<file path="src/rtl/fetch_sequencer_pkg.sv">
// fetch_sequencer_pkg: shared state encoding and default constants for the fetch sequencer.
//   state_t       : sequencer states IDLE, RUN, STALL, DONE
//   PC_W_DEF      : default program-counter width
//   HALT_CODE_DEF : default instruction encoding that ends the program
package fetch_sequencer_pkg;
    typedef enum logic [1:0] {
        IDLE  = 2'd0,
        RUN   = 2'd1,
        STALL = 2'd2,
        DONE  = 2'd3
    } state_t;
    localparam int         PC_W_DEF      = 10;
    localparam logic [8:0] HALT_CODE_DEF = 9'h1FF;
endpackage

</file>
<file path="src/rtl/fetch_sequencer_next_pc.sv">
// fetch_sequencer_next_pc: picks the next instruction address.
//   pc        : current program counter
//   branch_en : current instruction is a conditional branch
//   zero      : ALU zero flag (branch taken when set)
//   target    : absolute branch target
//   nxt       : target when the branch is taken, otherwise pc+1 wrapping at 2^PC_W
module fetch_sequencer_next_pc #(
    parameter int PC_W = 10
) (
    input  logic [PC_W-1:0] pc,
    input  logic            branch_en,
    input  logic            zero,
    input  logic [PC_W-1:0] target,
    output logic [PC_W-1:0] nxt
);
    assign nxt = (branch_en & zero) ? target : pc + 1'b1;
endmodule

</file>
<file path="src/rtl/fetch_sequencer.sv">
// fetch_sequencer: program counter and fetch sequencing (start, halt, stall) for the 9-bit core.
//   Clk, Reset   : clock and synchronous active-high reset
//   Start        : pulse that (re)starts the program at address 0 from IDLE or DONE
//   Instruction  : machine code fetched at ProgCtr
//   BranchEn     : decoder flag for a conditional branch
//   Zero         : ALU zero flag, takes the branch when set
//   BranchTarget : absolute branch target
//   Stall        : data memory busy, current instruction not complete
//   ProgCtr      : registered instruction address
//   InstrValid   : high only in RUN
//   Done         : registered, high once HALT_CODE has executed
//   CycleCnt     : saturating count of RUN/STALL edges since the last Start
module fetch_sequencer
    import fetch_sequencer_pkg::*;
#(
    parameter int         PC_W      = PC_W_DEF,
    parameter int         CNT_W     = 16,
    parameter logic [8:0] HALT_CODE = HALT_CODE_DEF
) (
    input  logic             Clk,
    input  logic             Reset,
    input  logic             Start,
    input  logic [8:0]       Instruction,
    input  logic             BranchEn,
    input  logic             Zero,
    input  logic [PC_W-1:0]  BranchTarget,
    input  logic             Stall,
    output logic [PC_W-1:0]  ProgCtr,
    output logic             InstrValid,
    output logic             Done,
    output logic [CNT_W-1:0] CycleCnt
);
    state_t           state, state_n;
    logic [PC_W-1:0]  pc_n, pc_adv;
    logic [CNT_W-1:0] cnt_n, cnt_inc;
    logic             done_n;

    // Shared by the RUN advance and the STALL release paths.
    fetch_sequencer_next_pc #(.PC_W(PC_W)) u_next_pc (
        .pc        (ProgCtr),
        .branch_en (BranchEn),
        .zero      (Zero),
        .target    (BranchTarget),
        .nxt       (pc_adv)
    );

    assign cnt_inc    = &CycleCnt ? CycleCnt : CycleCnt + 1'b1;
    assign InstrValid = (state == RUN);

    always_comb begin
        state_n = state;
        pc_n    = ProgCtr;
        done_n  = Done;
        cnt_n   = CycleCnt;
        unique case (state)
            IDLE: begin
                pc_n = '0;
                if (Start) begin
                    state_n = RUN;
                    cnt_n   = '0;
                    done_n  = 1'b0;
                end
            end
            RUN: begin
                cnt_n = cnt_inc;
                // Halt outranks stall and branch; Start is ignored here.
                if (Instruction == HALT_CODE) begin
                    state_n = DONE;
                    done_n  = 1'b1;
                end else if (Stall) begin
                    state_n = STALL;
                end else begin
                    pc_n = pc_adv;
                end
            end
            STALL: begin
                cnt_n = cnt_inc;
                if (!Stall) begin
                    state_n = RUN;
                    pc_n    = pc_adv;
                end
            end
            DONE: begin
                if (Start) begin
                    state_n = RUN;
                    pc_n    = '0;
                    cnt_n   = '0;
                    done_n  = 1'b0;
                end
            end
            default: state_n = IDLE;
        endcase
    end

    always_ff @(posedge Clk) begin
        if (Reset) begin
            state    <= IDLE;
            ProgCtr  <= '0;
            Done     <= 1'b0;
            CycleCnt <= '0;
        end else begin
            state    <= state_n;
            ProgCtr  <= pc_n;
            Done     <= done_n;
            CycleCnt <= cnt_n;
        end
    end
endmodule

</file>
<file path="config.mk">
export PLATFORM = sky130hd
export DESIGN_NAME = fetch_sequencer
export DESIGN_NICKNAME = d
export VERILOG_FILES = /design/src/rtl/fetch_sequencer_pkg.sv /design/src/rtl/fetch_sequencer_next_pc.sv /design/src/rtl/fetch_sequencer.sv
export SDC_FILE = /design/constraint.sdc
export NUM_CORES = 1
export LEC_CHECK = 0
export CAP_MARGIN = 20
export CELL_PAD_IN_SITES_DETAIL_PLACEMENT = 0
export CELL_PAD_IN_SITES_GLOBAL_PLACEMENT = 2
export CORE_MARGIN = 4
export CORE_UTILIZATION = 29
export CTS_CLUSTER_DIAMETER = 30
export DETAILED_ROUTE_END_ITERATION = 7
export MAX_ROUTING_LAYER = met4
export PLACE_DENSITY = 0.95
export RECOVER_POWER = 25
export SETUP_SLACK_MARGIN = 0.05
export SLEW_MARGIN = 20
export SYNTH_ARGS = -nofsm -noshare
export SYNTH_HDL_FRONTEND = slang
export SYNTH_SLANG_ARGS = --single-unit
</file>
<file path="constraint.sdc">
create_clock -name Clk -period 4.15 [get_ports Clk]
set_input_delay 0.415 -clock Clk [delete_from_list [all_inputs] [get_ports Clk]]
set_output_delay 0.415 -clock Clk [all_outputs]
set_load 0.01 [all_outputs]
</file>
After elaboration in Yosys (flattened, before gate mapping)
Index checks and enable logic that the tools add are counted.
{ "op_classes": {"n_addsub": 2, "multipliers": 0, "div": 0, "magnitude_cmp": 0, "n_eq_ne": 11, "shifts": 0, "mux": 16, "bitwise_logic": 1, "n_reduce_logical": 9} }
{ "ops": {"columns": ["op", "count"], "rows": [
  ["10-bit 2-to-1 mux", 4],
  ["10-bit one-hot mux with 4 select lines", 1],
  ["16-bit 2-to-1 mux", 2],
  ["16-bit one-hot mux with 2 select lines", 1],
  ["16-bit by 1-bit adder with 16-bit output (second input constant)", 1],
  ["16-bit AND reduction", 1],
  ["10-bit by 1-bit adder with 10-bit output (second input constant)", 1],
  ["9-bit equality test (second input constant)", 1],
  ["2-bit 2-to-1 mux", 4],
  ["2-bit != test (second input constant)", 4],
  ["2-bit one-hot mux with 3 select lines", 1],
  ["3-bit AND reduction", 2],
  ["2-bit equality test (second input constant)", 2],
  ["2-bit by 1-bit != test with 1-bit output (second input constant)", 2],
  ["2-bit AND reduction", 2],
  ["2-bit OR reduction", 2],
  ["3-bit by 2-bit != test with 1-bit output (second input constant)", 1],
  ["2-bit by 1-bit equality test with 1-bit output (second input constant)", 1],
  ["2-bit zero test", 1],
  ["1-bit 2-to-1 mux", 2],
  ["1-bit one-hot mux with 2 select lines", 1],
  ["2-bit nonzero test", 1],
  ["1-bit bitwise AND", 1]
]} }
{ "word_totals": {"register_bits": 29, "latch_bits": 0, "ramBits": 0, "romBits": 0, "word_cells": 43, "n_memories": 0} }

Logic depth before layout (Yosys ltp)
Gate-level depths: netlist of run 1.
{ "logic_depth": {"depth_word": 5, "depth_mapped": 8, "mapped_depth_nobuf": 6} }

Hierarchy
From an unflattened synthesis of run 1, not the netlist that was laid out.
{ "unflattened": {"hier_cells": 226, "area_unflattened_um2": 1849.3} }
{ "by_module_without_submodules": {"columns": ["module", "instances", "cells_each", "area_each_um2"], "rows": [
  ["fetch_sequencer", 1, 181, 1579.0],
  ["fetch_sequencer_next_pc", 1, 45, 270.3]
]} }

Least setup slack after synthesis of run 1
Ideal clock, no wire load.
{ "synth_path": {"path_type": "register -> register", "startpoint": "register state[0]", "endpoint": "register CycleCnt[15]", "setup_time_ps": 59, "arrival_ps": 1742, "t_required_ps": 4091, "path_slack_ps": 2349, "stages_incl_launch_ff": 8, "n_path_buf": 1, "synth_period_minus_slack_ps": 1801, "cell_sequence": "dfxtp_1 > inv_1 > ha_1 > a21oi_1 > clkbuf_1 > nand2_1 > a31o_2 > nand2_1"} }
{ "synth_between": {"elab_chain_len": 4, "elab_cells_between_ends": 10} }
{ "synth_rtl": {"columns": ["item", "line", "rtl"], "rows": [
  ["start, declared", "fetch_sequencer.sv:33", "state_t state, state_n;"],
  ["start signal, assigned", "fetch_sequencer.sv:102", "state <= state_n;"],
  ["2-bit by 1-bit equality test with 1-bit output (tied with other cells)", "fetch_sequencer.sv:55", "unique case (state)"],
  ["2-bit OR reduction (no source line)", null, null],
  ["2-bit != test (no source line) / 2-bit by 1-bit != test with 1-bit output (equally long branches)", null, null],
  ["2-bit AND reduction (no source line)", null, null],
  ["end signal, assigned", "fetch_sequencer.sv:105", "CycleCnt <= cnt_n;"],
  ["end, declared", "fetch_sequencer.sv:31", "output logic [CNT_W-1:0] CycleCnt"]
]} }
Several ways; a longest one is shown, not always the timed one.
A chain may end at the register's enable or synchronous reset.

Worst setup path in the final report of run 1
{ "layout_path": {"startpoint": "register state[0]", "endpoint": "register CycleCnt[1]"} }
The elaborated chain is that of the path after synthesis.

==> impl_metrics.tcl, run 1 <==
set metrics [dict create \
    outcome "finished, final reports clean" \
    finalSetupViolations 0 \
    antenna_left 0 \
    min-delay-path-class "flop to flop" \
    drive_gt1_frac 0.06050 \
    final_max_slew_viol_count 0 \
    post_cts_buffers 0 \
    fmax_mhz 400.7 \
    synth_edf_count 0 \
    routed_via_density 5.348 \
    grt_usage 0.1366 \
    routedWlPerCell_microns 14.08 \
    peakVddDrop_mv 0.1704 \
    synth_nets 262 \
    start_util 0.3059 \
    syn_area_per_cell_sq_um 8.062 \
    start_kind "flop" \
    cts_made_buffers 5 \
    slew_headroom 0.4171 \
    netlist_area_sq_um 1854 \
    io_pins 53 \
    antennaDiodeCount 0 \
    cts_resized 0 \
    drtPass1Iterations 4 \
    final_cell_mix "clkdlybuf4s50_1 (39), dfxtp_1 (29), inv_1 (18), a21oi_1 (18), nand2_1 (17)" \
    p_leak_nw 0.9273 \
    cts_tree "done" \
    rows 28 \
    ctsHoldBuffers 0 \
    yosysSeqAreaShare 0.3131 \
    grt_pass1_vias 1818 \
    clock_path_buffers 2 \
    grt_antenna_before_repair 0 \
    finClkSkew_ps 2.573 \
    syn2layout_area_growth_pct 35.69 \
    io_buffers 52 \
    final.min_clock_period_ps 2495 \
    crit_chain "inv_1, ha_1, nand3b_1, nor4_2, a21oi_1, o32ai_1" \
    die_x_microns 87.96 \
    fillers 625 \
    cts_root_buf "clkbuf_8" \
    ys.flop_type "dfxtp_1" \
    clock_latency_ps 280 \
    critPathBufInv 1 \
    drtIter0Drc 66 \
    die-area_sq_um 7737 \
    synth_simple_gate_area_frac 0.2935 \
    clock_sink_count 29 \
    synth_xor_area_frac 0.004723 \
    core_area_sq_um 6061 \
    remaining_drc_errors 0 \
    postSynthCellCount 230 \
    critical_path_class "flop to flop" \
    path_clk_slew_ps 70 \
    synth.distinct_cells 47 \
    cts_max_level 2 \
    synth-adder-area-share 0.04723 \
    yosysWarnings 0 \
    final_common_cell "clkdlybuf4s50_1" \
    via_count 1904 \
    drt_wl_total_mm 5.012 \
    grt_overflow 0 \
    crit_fanout 15 \
    period_share 0.6013 \
    grt_pass1_wl_mm 8.369 \
    required_ps 4330 \
    critPathArrivalTime_ps 2670 \
    cap_viol_max_count 0 \
    tns_ps 0 \
    ys_async_sr_fraction 0 \
    synth-seq-cells 29 \
    die_h_microns 87.96 \
    place_congestion 0.7787 \
    critPathTopFamily "simple AND/OR/NAND/NOR gates" \
    grt_start_max_net_pins 17 \
    rsz0062_at_grt "no" \
    dpl.hpwl_mm 3.767 \
    post-route-util 0.4152 \
    power.density_nw_per_um2 339.7 \
    nets 312 \
    finalHoldViolations 0 \
    crit_path_top_delay_cell "nor4_2" \
    worst_slew_pin_slew_ps 867.2 \
    synth_top_family_by_area "simple AND/OR/NAND/NOR gates" \
    synthMuxAreaShare 0.03779 \
    slowest_delay_ps 670 \
    endpoint_kind "flop" \
    synth-compound-area-share 0.2382 \
]
## report_power, final
group | switching (mW) | internal (mW) | leakage [nW] | total [mW]
clock | 0.115 | 0.116 | 0.0439 | 0.231
sequential | 0.0306 | 0.303 | 0.235 | 0.333
combinational | 0.160 | 0.130 | 0.649 | 0.291
## synthesized netlist by cell type, types with 2 or more instances
| library cell | n | area (sq um) |
|---|---|---|
| a211oi_1 | 6 | 45.04 |
| a21o_1 | 2 | 15.01 |
| a21oi_1 | 18 | 90.09 |
| a31oi_1 | 2 | 12.51 |
| a41o_1 | 2 | 20.02 |
| and2_1 | 4 | 25.02 |
| and3_1 | 3 | 18.77 |
| and4_1 | 5 | 43.79 |
| buf_2 | 4 | 20.02 |
| buf_4 | 2 | 15.01 |
| clkbuf_1 | 5 | 18.77 |
| dfxtp_1 | 29 | 580.6 |
| ha_1 | 7 | 87.58 |
| inv_1 | 18 | 67.56 |
| mux2i_1 | 7 | 70.07 |
| nand2_1 | 17 | 63.81 |
| nand2b_1 | 8 | 50.05 |
| nand3_1 | 14 | 70.07 |
| nand3b_1 | 2 | 15.01 |
| nand4_1 | 7 | 43.79 |
| nor2_1 | 12 | 45.04 |
| nor3_1 | 9 | 45.04 |
| o21ai_0 | 9 | 45.04 |
| o31a_1 | 3 | 26.28 |
| o31ai_1 | 2 | 15.01 |
| o32ai_1 | 9 | 78.83 |
| or3_1 | 2 | 12.51 |
| or4_1 | 3 | 22.52 |
## worst paths after layout
| path | startpoint | slack (ps) | to | cells after the start |
|---|---|---|---|---|
| min reg2reg | CycleCnt[7] | 480 | CycleCnt[7] | 2 |
| min | CycleCnt[7] | 480 | CycleCnt[7] | 2 |
| max | state[0] | 1650 | CycleCnt[1] | 6 |
| max reg2reg | state[0] | 1650 | CycleCnt[1] | 6 |
## cell families after synthesis
kind of cell	Yosys count
buffers and inverters	29
AO/OA/AOI/OAI	63
AND/OR/NAND/NOR	94
adder cells (fa/ha/maj)	7
XOR/XNOR	1
flip-flops	29
multiplexers	7
## layout make-up
| type | count | area (sq um) | share of cell area |
|---|---|---|---|
| repair buffers | 54 | 535.5 | 0.2128 |
| well taps | 75 | 93.84 | 0.03729 |
| multi-input cells | 172 | 1152 | 0.4580 |
| flip-flops and latches | 29 | 580.6 | 0.2307 |
| clock buffers | 5 | 68.82 | 0.02735 |
| inverters | 18 | 67.56 | 0.02685 |
| clock inverters | 3 | 17.52 | 0.006962 |
## tightest hold or removal path: cells and delay by family, from the launching register on
family	cells	cell delay [ps]
flops	1	330
mux	1	50
simple gates	1	60
## sequential cells by signal, summed over array words and instances, names as in the netlist
signal    flops
state         2
Done          1
CycleCnt     16
ProgCtr      10
## stage by stage
stage	cells	hold slack [ps]	cell area, sq um	setup slack [ps]	power, mW
after global placement	348	472.7	2430	1799	0.6331
final	356	483.1	2516	1655	0.8547
after global routing	356	527.1	2516	1419	0.9167
after CTS	356	492.2	2516	1665	0.8691
after floorplan	230	498.3	1854	2349	0.5211
after detailed placement	348	479.4	2430	1687	0.6349
## layer usage
metal / global-route usage / up-vias / routed length [microns]
met5: - / - / 0
met4: 0.03347 / 0 / 46
met3: 0.02634 / 5 / 222
met2: 0.2164 / 44 / 2353
met1: 0.1786 / 887 / 2389
li1: - / 968 / -
No activity file was read; power rests on OpenSTA's default activity.
==> run 2, diff against run 1 <==
CORE_UTILIZATION = 27   (was 29)
PLACE_DENSITY = 0.92   (was 0.95)
clock period = 2.4 ns   (was 4.15 ns; I/O delays follow)
==> run 2 against run 1 <==
Against the previous run:
- first-iteration DRC count increased by 55%
- register-to-register slack worse by 1400 ps
- core utilization down 2.2 points
- design area grew 1.6%
- flip-flop and latch count unchanged
- clock-buffer cell count rose by 2
- sequential power rose by 74%
- global-route usage decreased by 0.83 points
- critical path type unchanged
- worst hold slack better by 1.0 ps
- worst setup slack got worse by 1400 ps
==> impl_metrics.tcl, run 2 (synthesis gave the netlist of run 1 again) <==
set metrics [dict create \
    antenna_left 0 \
    finClkSkew_ps 7.864 \
    placedInstanceArea_sq_um 2470 \
    largest_registers "CycleCnt: 16 flops, ProgCtr: 10 flops, state: 2 flops" \
    via_count 1923 \
    grt_overflow 0 \
    final_area_sq_um 2556 \
    slew_headroom 0.5079 \
    drtIter0Drc 102 \
    min-delay-path-class "flop to flop" \
    clock_latency_ps 280 \
    routedWlPerCell_microns 14.35 \
    drtPass1Iterations 6 \
    worstSetupStartpoint "state[0]" \
    syn2layout_area_growth_pct 37.85 \
    tns_ps 0 \
    post_cts_buffers 0 \
    start_kind "flop" \
    fin_cells 362 \
    rsz0062_at_grt "no" \
    crit_fanout 15 \
    outcome "finished, final reports clean" \
    routed_via_density 5.312 \
    peakVddDrop_mv 0.2306 \
    grt_antenna_before_repair 0 \
    reg2reg_from "state[0]" \
    grt_pass1_vias 1839 \
    largest_reg_flops 16 \
    fin_hold_ws_ps 484.1 \
    cts_max_level 2 \
    io_buffers 52 \
    final.min_clock_period_ps 2143 \
    finalHoldViolations 0 \
    final_cell_mix "clkdlybuf4s50_1 (38), dfxtp_1 (29), inv_1 (18), a21oi_1 (18), nand2_1 (17)" \
    period_share 0.8930 \
    die-area_sq_um 8257 \
    fmax_mhz 466.6 \
    drt_wl_total_mm 5.193 \
    die_h_microns 90.87 \
    die_x_microns 90.87 \
    start_util 0.2855 \
    place_ws_ps 277.7 \
    power.density_nw_per_um2 587.4 \
    fillers 659 \
    fin_ws_ps 256.9 \
    cts_tree "done" \
    hp-start "CycleCnt[7]" \
    p_leak_nw 0.9552 \
    path_clk_slew_ps 70 \
    remaining_drc_errors 0 \
    nets 317 \
    required_ps 2580 \
    final_max_slew_viol_count 0 \
    worst_slew_pin_slew_ps 728.8 \
    cts_root_buf "clkbuf_8" \
    power_mw 1.502 \
    top_register "CycleCnt" \
    cts_made_buffers 5 \
    post-route-util 0.3936 \
    endpoint_kind "flop" \
    cts_resized 0 \
    io_pins 53 \
    critPathArrivalTime_ps 2330 \
    critical_path_class "flop to flop" \
    ctsHoldBuffers 0 \
    grt_pass1_wl_mm 8.556 \
    dpl.cell_count 355 \
    cap_viol_max_count 0 \
    clock_path_buffers 2 \
    drive_gt1_frac 0.07018 \
    grt_start_max_net_pins 16 \
    finalSetupViolations 0 \
    clock_sink_count 29 \
    place_congestion 0.7753 \
    rows 29 \
    grt_usage 0.1283 \
    antennaDiodeCount 0 \
    core_area_sq_um 6495 \
    final_common_cell "clkdlybuf4s50_1" \
    dpl.hpwl_mm 3.933 \
]
-- run 2: cell count changes in the layout (fill, tap and decap cells not counted) --
cell and delta:
buf_4 +5, clkbuf_1 +1, clkbuf_8 +1, clkdlybuf4s50_1 -1, clkinv_2 -2, clkinvlp_4 -1
dlygate4sd3_1 +1
-- run 2: worst paths after layout --
kind	endpoint	cells past startpoint	slack, ps
setup / recovery	ProgCtr[4]	4	260
hold / removal	CycleCnt[7]	2	480
setup reg to reg	ProgCtr[4]	4	260
hold reg to reg	CycleCnt[7]	2	480
-- run 2: routing by layer --
metal / vias up / part of all wire / global-route usage
met2: 46 / 0.44 / 0.1909
met1: 895 / 0.50 / 0.1689
met3: 7 / 0.045 / 0.03083
met4: 0 / 0.012 / 0.04648
met5: - / 0 / -
li1: 975 / - / -
-- run 2: where the power goes --
part | internal [mW] | switching, mW
Clock | 0.227 | 0.179
Sequential | 0.524 | 0.0539
Combinational | 0.235 | 0.283
-- run 2: cell type report --
type | count | area (sq um) | area share
clock buffers | 7 | 86.33 | 0.03377
inverters | 18 | 67.56 | 0.02643
multi-input cells | 172 | 1152 | 0.4508
flip-flops and latches | 29 | 580.6 | 0.2271
well taps | 77 | 96.34 | 0.03769
repair buffers | 59 | 573.1 | 0.2242
-- run 2: worst max-delay path: stages, from the launching register on --
cell and delay [ps]:
dfxtp_1 400, inv_1 90, ha_1 490, or4_1 750, o32ai_1 320
==> run 3, diff against run 2 <==
CORE_ASPECT_RATIO = 0.5   (was not set)
CTS_BUF_LIST = sky130_fd_sc_hd__clkbuf_16   (was not set)
CTS_CLUSTER_SIZE = 28   (was not set)
==> run 3 against run 2 <==
Against the previous run:
- core utilization decreased by 0.19 points
- die area rose by 0.98%
- sequential power is essentially flat
- critical path type unchanged
- largest power group unchanged
- highest routed layer is now met3
==> impl_metrics.tcl, run 3 (synthesis gave the netlist of run 1 again) <==
set metrics [dict create \
    antenna_left 0 \
    grt_pass1_vias 1752 \
    fmax_mhz 468.3 \
    final_common_cell "clkdlybuf4s50_1" \
    largest_reg_flops 16 \
    core_area_sq_um 6674 \
    power.density_nw_per_um2 634.4 \
    die_h_microns 66.60 \
    die-area_sq_um 8338 \
    top_register "CycleCnt" \
    post-route-util 0.3916 \
    grt_start_max_net_pins 17 \
    hp-start "CycleCnt[7]" \
    reg2reg_slack_ps 260 \
    cts_made_buffers 5 \
    final_max_slew_viol_count 0 \
    remaining_drc_errors 0 \
    r2r_end "ProgCtr[5]" \
    critPathArrivalTime_ps 2310 \
    start_util 0.2778 \
    post_cts_buffers 0 \
    cts_root_buf "clkbuf_16" \
    via_count 1876 \
    crit_fanout 15 \
    final_area_sq_um 2614 \
    drive_gt1_frac 0.06690 \
    ctsHoldBuffers 0 \
    final_cell_mix "clkdlybuf4s50_1 (38), dfxtp_1 (29), inv_1 (18), a21oi_1 (18), nand2_1 (17)" \
    clock_latency_ps 270 \
    io_pins 53 \
    finClkSkew_ps 2.254 \
    start_kind "flop" \
    reg2reg_depth 4 \
    rows 21 \
    antennaDiodeCount 0 \
    grt_usage 0.1225 \
    die_x_microns 125.2 \
    worst_slew_pin_slew_ps 769.9 \
    worstSetupStartpoint "state[0]" \
    drtIter0Drc 85 \
    placedInstanceArea_sq_um 2474 \
    reg2reg_from "state[0]" \
    cap_viol_max_count 0 \
    dpl.hpwl_mm 3.846 \
    holdPathStages 2 \
    required_ps 2570 \
    grt_pass1_wl_mm 8.349 \
    p_leak_nw 0.9700 \
    grt_antenna_before_repair 0 \
    clock_path_buffers 2 \
    tns_ps 0 \
    crit_path_end "ProgCtr[5]" \
    io_buffers 52 \
    min-delay-path-class "flop to flop" \
    drtPass1Iterations 4 \
    routed_via_density 4.989 \
    outcome "finished, final reports clean" \
    largest_registers "CycleCnt: 16 flops, ProgCtr: 10 flops, state: 2 flops" \
    cts_resized 0 \
    clock_sink_count 29 \
    period_share 0.8898 \
    drt_wl_total_mm 4.962 \
    nets 315 \
    fin_hold_ws_ps 480.3 \
    endpoint_kind "flop" \
    rsz0062_at_grt "no" \
    critical_path_class "flop to flop" \
    slew_headroom 0.4802 \
    finalSetupViolations 0 \
    cts_max_level 2 \
    syn2layout_area_growth_pct 40.96 \
    cts_tree "done" \
    routedWlPerCell_microns 13.20 \
    grt_overflow 0 \
    final.min_clock_period_ps 2136 \
    peakVddDrop_mv 0.2611 \
    place_congestion 0.7527 \
    power_mw 1.658 \
    path_clk_slew_ps 50 \
    finalHoldViolations 0 \
]
-- run 3: changes by cell type in the layout (fill, tap and decap cells not counted), sizes merged --
cell	previous run	this run
clkbuf	7	5
buf	7	5
clkinv	0	3
-- run 3: worst max-delay path: stages (launching register included) --
cell and delay (ps):
dfxtp_1 400, inv_1 90, ha_1 470, or4_1 750
o32ai_1 330
-- run 3: worst min-delay path by stage --
stage,end,slack [ps]
after floorplan,ProgCtr[3],420
after global placement,CycleCnt[7],470
after detailed placement,CycleCnt[7],480
after CTS,CycleCnt[7],490
after global routing,CycleCnt[7],510
final,CycleCnt[7],480
-- run 3: routing by layer --
metal / part of all wire / global-route usage
met5: 0 / -
met1: 0.49 / 0.1497
met3: 0.032 / 0.02962
met4: 0 / 0.01216
met2: 0.48 / 0.2166
-- run 3: final cells by class --
type | count | area (sq um)
fillers | 703 | 4060
multi-input cells | 172 | 1155
flip-flops and latches | 29 | 580.6
repair buffers | 57 | 558.0
clock buffers | 5 | 125.1
well taps | 92 | 115.1
inverters | 18 | 67.56
clock inverters | 3 | 12.51
-- run 3: stage by stage --
stage	setup slack [ps]	instances
3_3_place_gp	283.8	368
6_report	264.4	376
2_1_floorplan	599.0	230
3_5_place_dp	203.4	368
5_1_grt	76.15	376
4_1_cts	166.8	376
-- run 3: report_power, final --
| group | internal [mW] | total, mW | switching (mW) | leakage [nW] |
|---|---|---|---|---|
| Sequential | 0.525 | 0.579 | 0.0542 | 0.235 |
| Clock | 0.374 | 0.579 | 0.205 | 0.0687 |
| Combinational | 0.226 | 0.501 | 0.274 | 0.667 |
| Total | 1.12 | 1.66 | 0.533 | 0.970 |
